File: config.mk
export PLATFORM = sky130hd
export DESIGN_NAME = run_sequencer
export DESIGN_NICKNAME = d
export VERILOG_FILES = /design/src/rtl/run_sequencer.sv
export SDC_FILE = /design/constraint.sdc
export NUM_CORES = 1
export LEC_CHECK = 0
export CORE_UTILIZATION = 51
export CTS_CLUSTER_DIAMETER = 150
export DETAILED_ROUTE_END_ITERATION = 10
export HOLD_SLACK_MARGIN = 0.02
export PLACE_DENSITY = 0.85
export SETUP_SLACK_MARGIN = 0.4
export SYNTH_ARGS = -nofsm -noshare
export SYNTH_HDL_FRONTEND = slang
export SYNTH_SLANG_ARGS = --single-unit
export TNS_END_PERCENT = 5
File: constraint.sdc
create_clock -name Clk -period 6.1 [get_ports Clk]
set_clock_uncertainty 0.1 [all_clocks]
set_input_delay 1.22 -clock Clk [delete_from_list [all_inputs] [get_ports Clk]]
set_output_delay 1.22 -clock Clk [all_outputs]
set_load 0.05 [all_outputs]
File: src/rtl/run_sequencer.sv
// run_sequencer: loads a host image into data memory, runs the core until done or timeout,
// then streams a result window from data memory back to the host.
module run_sequencer #(
   parameter int AW        = 8,
   parameter int DW        = 8,
   parameter int LOAD_BASE = 0,
   parameter int LOAD_LEN  = 64,
   parameter int UL_BASE   = 64,
   parameter int UL_LEN    = 8,
   parameter int TIMEOUT   = 4095
) (
   input  logic          Clk,
   input  logic          Reset,
   input  logic          start,
   input  logic          ld_valid,
   output logic          ld_ready,
   input  logic [DW-1:0] ld_data,
   output logic          core_reset,
   input  logic          core_done,
   output logic [AW-1:0] mem_addr,
   output logic [DW-1:0] mem_wdat,
   output logic          mem_wen,
   output logic          mem_ren,
   input  logic [DW-1:0] mem_rdat,
   output logic          mem_own,
   output logic          ul_valid,
   input  logic          ul_ready,
   output logic [DW-1:0] ul_data,
   output logic          busy,
   output logic          finished,
   output logic          timed_out,
   output logic [15:0]   run_cycles
);
   typedef enum logic [2:0] {IDLE, LOAD, RUN, UL_RD, UL_WAIT, FINISH} state_t;
   state_t state;
   logic [AW-1:0] idx;
   assign ld_ready = state == LOAD;
   assign mem_wen  = ld_ready && ld_valid;
   assign mem_wdat = ld_data;
   assign mem_addr = (state == UL_RD ? AW'(UL_BASE) : AW'(LOAD_BASE)) + idx;
   always_ff @(posedge Clk or negedge Reset) begin
      if (!Reset) begin
         state      <= IDLE;
         idx        <= '0;
         core_reset <= 1'b1;
         mem_own    <= 1'b1;
         mem_ren    <= 1'b0;
         ul_valid   <= 1'b0;
         ul_data    <= '0;
         busy       <= 1'b0;
         finished   <= 1'b0;
         timed_out  <= 1'b0;
         run_cycles <= '0;
      end else begin
         case (state)
            IDLE, FINISH: if (start) begin
               state      <= LOAD;
               idx        <= '0;
               run_cycles <= '0;
               timed_out  <= 1'b0;
               finished   <= 1'b0;
               busy       <= 1'b1;
            end
            LOAD: if (ld_valid) begin
               idx <= idx + 1'b1;
               if (idx == AW'(LOAD_LEN - 1)) begin
                  state      <= RUN;
                  idx        <= '0;
                  core_reset <= 1'b0;
                  mem_own    <= 1'b0;
               end
            end
            RUN: begin
               run_cycles <= &run_cycles ? run_cycles : run_cycles + 16'd1;
               // done and timeout on the same cycle is reported as done
               if (core_done || run_cycles == 16'(TIMEOUT - 1)) begin
                  state      <= UL_RD;
                  timed_out  <= !core_done;
                  core_reset <= 1'b1;
                  mem_own    <= 1'b1;
                  mem_ren    <= 1'b1;
                  idx        <= '0;
               end
            end
            UL_RD: begin
               mem_ren <= 1'b0;
               state   <= UL_WAIT;
            end
            UL_WAIT: if (!ul_valid) begin
               ul_data  <= mem_rdat;
               ul_valid <= 1'b1;
            end else if (ul_ready) begin
               ul_valid <= 1'b0;
               idx      <= idx + 1'b1;
               if (idx == AW'(UL_LEN - 1)) begin
                  state    <= FINISH;
                  finished <= 1'b1;
               end else begin
                  state   <= UL_RD;
                  mem_ren <= 1'b1;
               end
            end
            default: state <= IDLE;
         endcase
      end
   end
endmodule

## Word level (Yosys, flattened, before mapping)

Cells that the tools add are included.

| operators by class | value |
|---|---|
| $add $sub $neg | 3 |
| equal/unequal tests | 17 |
| multiplexer cells | 36 |
| bitwise gates (word level) | 1 |
| reduce and logical (&&, ||, !) cells | 20 |

Operator list:

| kind | count |
|---|---|
| 8-bit 2-to-1 mux | 6 |
| 16-bit 2-to-1 mux | 2 |
| 16-bit case mux with 2 select lines | 1 |
| 8-bit case mux with 4 select lines | 1 |
| 3-bit 2-to-1 mux | 7 |
| 16-bit by 1-bit adder with 16-bit output, second input constant | 1 |
| 16-bit by 12-bit == test with 1-bit output, second input constant | 1 |
| 2-bit inequality test, second input constant | 8 |
| 16-bit AND reduction | 1 |
| 3-bit case mux with 5 select lines | 1 |
| 1-bit 2-to-1 mux | 13 |
| 6-bit AND reduction | 2 |
| 5-bit AND reduction | 2 |
| 7-bit by 8-bit adder with 8-bit output | 1 |
| 8-bit by 1-bit adder with 8-bit output, second input constant | 1 |
| 8-bit by 3-bit == test with 1-bit output, second input constant | 1 |
| 8-bit by 6-bit == test with 1-bit output, second input constant | 1 |
| 7-bit 2-to-1 mux | 1 |
| 3-bit by 2-bit == test with 1-bit output, second input constant | 2 |
| 3-bit == test, second input constant | 2 |
| 1-bit case mux with 2 select lines | 3 |
| 3-bit AND reduction | 2 |
| 2-bit nonzero test | 3 |
| 2-bit AND reduction | 2 |
| 12 further kinds | 12 |

| word-level totals | value |
|---|---|
| register bits | 41 |
| input bits | 22 |

## Longest topological paths before layout

| logic depth | value |
|---|---|
| depth after elaboration | 5 |
| gate-level depth with buffers | 7 |
| depth with buffers taken out | 7 |

## Worst setup path after synthesis

OpenSTA, ideal clock, no wires.

| path | value |
|---|---|
| path kind | register to output |
| start point | register state[0] |
| end point | output mem_addr[7] |
| arrival time | 1.935 ns |
| data required time | 4.780 ns |
| setup slack | 2.845 ns |
| cell stages (with the launch flop) | 6 |
| path buffers | 2 |
| cell sequence | dfrtp_1 -> buf_2 -> buf_2 -> nor3b_1 -> ha_1 -> xor2_1 |

| on the way | value |
|---|---|
| longest elaborated chain between the ends | 3 |

Ends and longest elaborated chain:

| element | RTL line | text |
|---|---|---|
| from (decl) | 35 | `state_t state;` |
| from (signal assigned) | 43 | `state <= IDLE;` |
| from (signal assigned) | 57 | `state <= LOAD;` |
| from (signal assigned) | 67 | `state <= RUN;` |
| 3-bit by 2-bit == test with 1-bit output | 40 | `assign mem_addr = (state == UL_RD ? AW'(UL_BASE) : AW'(LOAD_BASE)) + idx;` |
| 7-bit 2-to-1 mux | 40 |  |
| 7-bit by 8-bit adder with 8-bit output | 40 |  |
| to (decl) | 20 | `output logic [AW-1:0] mem_addr,` |

No other way between the ends.

## Final worst setup path

| path | value |
|---|---|
| start point | input ld_valid |
| end point | output mem_wen |

| on the way | value |
|---|---|
| longest elaborated chain between the ends | 1 |

Ends and longest elaborated chain:

| element | RTL line | text |
|---|---|---|
| from (decl) | 15 | `input logic ld_valid,` |
| 1-bit logical AND | 38 | `assign mem_wen = ld_ready && ld_valid;` |
| to (decl) | 22 | `output logic mem_wen,` |

No other way between the ends.

==> metrics <==
status finished, final reports clean; largest net degree at the start of global routing 42; via count between 2000 and 2500; antenna violations before repair 0; RSZ-0062 raised after global routing false; I/O Pins 71; clock root buffer master clkbuf_8; worst-path fanout max 3; Lkg Pwr between 1 and 1.5 nW; most frequent cell after synthesis dfrtp_1; DP Worst Slack around 2.1 ns; CTS resizes 0; top post-synthesis cells by count dfrtp_1, nand2_1, o21ai_0; crit end category primary output; Worst Slack Setup Final roughly 2.1 ns; count of input and output buffers 54; GRT Residual Overflow 0; share of layout cells above drive strength 1 0.0944; number of global-route vias before repair slightly above 2000; top cell type's share of synthesized area 0.425; Num CTS Buffers 5; Mapped Nets between 200 and 300; final setup TNS 0 ns; crit path kind in2out; worst path required time approximately 4.8 ns; CTS Sinks approximately 40; drt pass-1 iters 4; most area-hungry cell type in the Yosys netlist dfrtp_1; #FFs+latches synth slightly above 40; Via density 6.18; Final setup violation count 0; Area contributors post-synth dfrtp_1, buf_4, mux2_2; GRT met1 Usage 0.287; Fillers ~350; initial drt markers 186; # H-tree levels 2; nets@finish about 310; Final GP Congestion between 0.8 and 0.9; Starting Density 0.538; HP Class reg2reg; Post-synth EDFFs 0; met2 usage 0.404; hold buffers post-CTS 0; Ys Warns 0; final hold viol count 0; die area ~4900 um^2; Power Dens Cells 434 nW/um^2; pin slew with the least headroom to its limit between 0.8 and 0.9 ns; mapped cell area 2360 um^2; row count 24; Setup Buffers After CTS 0; busiest grt layer met2; MaxCap Viol Count 0; max-slew violation count 0; Fin Hold WS ~0.37 ns; TritonCTS clock tree yes; worst path arrival time between 2 and 3 ns; # DRC 0; Slew HR 0.405; fin cells roughly 340; fmax 250 MHz; ys async rst share 1.00; global-route usage over all layers 0.235; syn avg cell area about 9.6 um^2; final worst-path cycle share 0.655; die width ~70 um; crit path launch type primary input; clock-pin slew on the worst setup and hold paths ~0.080 ns; Area Growth Syn to Fin 24.5%; total power ~1.3 mW; Main synth FF type dfrtp_1; M3 GR Usage 0.0563; routed len/inst around 16 um; ANT nets after route 0; total wire length 5420 um; Worst VDD drop about 0.00034 V; fin crit period approximately 4 ns; Longest Clk Path Bufs 2; Post-Syn Instances 246; core box area ~4400 um^2; Unique masters post-synth 55; Clk Latency, worst-skew pair 0.29 ns; R2R Setup Slk approximately 3.7 ns; sequential cell area fraction in the yosys report 0.436; die height ~70 um; placed cell count 330; global-route wire length before repair around 9200 um; Detailed Place HPWL between 3000 and 4000 um; diodes inserted 0
## layer usage
| layer | wire [um] | vias up |
|---|---|---|
| li1 | - | 987 |
| met1 | 2320 | 1029 |
| met2 | 2770 | 65 |
| met3 | 284 | 8 |
| met4 | 43 | 0 |
| met5 | 0 | - |
## power by group
| part | internal (mW) | switching [mW] |
|---|---|---|
| sequential | 0.330 | 0.0781 |
| clock | 0.133 | 0.0970 |
| combinational | 0.219 | 0.417 |
| total | 0.682 | 0.592 |
## path summary, 6_finish.rpt
path                                 startpoint                         to  cells past startpoint
min                            busy$_DFFE_PN0P_           busy$_DFFE_PN0P_                      1
min in group asynchronous                 Reset     ul_data[0]$_DFFE_PN0P_                      1
min reg2reg                    busy$_DFFE_PN0P_           busy$_DFFE_PN0P_                      1
max in group asynchronous                 Reset  run_cycles[7]$_DFFE_PN0P_                      1
max reg2reg                state[0]$_DFFE_PN0P_  run_cycles[4]$_DFFE_PN0P_                      5
max                                    ld_valid                    mem_wen                      4
## area by class of cell
class                           count  area (um^2)  area share
Sequential cell                    41         1030       0.350
Timing Repair Buffer               54          536       0.183
Clock buffer                        6         82.6      0.0281
Clock inverter                      2         37.5      0.0128
Inverter                            6         22.5     0.00768
Tap cell                           52         65.1      0.0222
Multi-Input combinational cell    177         1160       0.397
## cells in the final DEF (no fill, tap or decap), types with 7 or more instances in the layout
master	n
a21oi_1	14
clkdlybuf4s50_1	53
dfrtp_1	40
mux2_2	8
nand2_1	21
nand3_1	10
nor2_1	10
o21ai_0	16
o31ai_1	7
or3_1	7
## worst max-delay path, cell delays in order
cell	delay (ns)
clkdlybuf4s50_1	0.51
nand2_1	0.08
inv_1	0.07
clkdlybuf4s50_1	0.79
## per-stage QoR
step	util	cell area (um^2)
after global placement	0.642	2810
after detailed placement	0.642	2810
final	0.669	2930
after global routing	0.669	2930
after CTS	0.669	2930
after floorplan	-	2360
## flip-flops by register name, summed over array words and instances, names as in the netlist
| name | flops |
|---|---|
| mem_own | 1 |
| busy | 1 |
| ul_data | 8 |
| finished | 1 |
| ul_valid | 1 |
| mem_ren | 1 |
| state | 3 |
| timed_out | 1 |
| run_cycles | 16 |
| idx | 8 |
## cells by family (layout without fill, tap and decap cells)
| kind of cell | after synthesis | in the layout | share of synthesized area |
|---|---|---|---|
| AND/OR/NAND/NOR | 92 | 92 | 0.225 |
| adder cells (fa/ha/maj) | 4 | 4 | 0.0212 |
| XOR/XNOR | 6 | 6 | 0.0223 |
| buffers and inverters | 28 | 68 | 0.0706 |
| AO/OA/AOI/OAI | 66 | 66 | 0.183 |
| multiplexers | 9 | 9 | 0.0425 |
| flip-flops | 41 | 41 | 0.436 |
No activity file was read; power rests on OpenSTA's default activity.
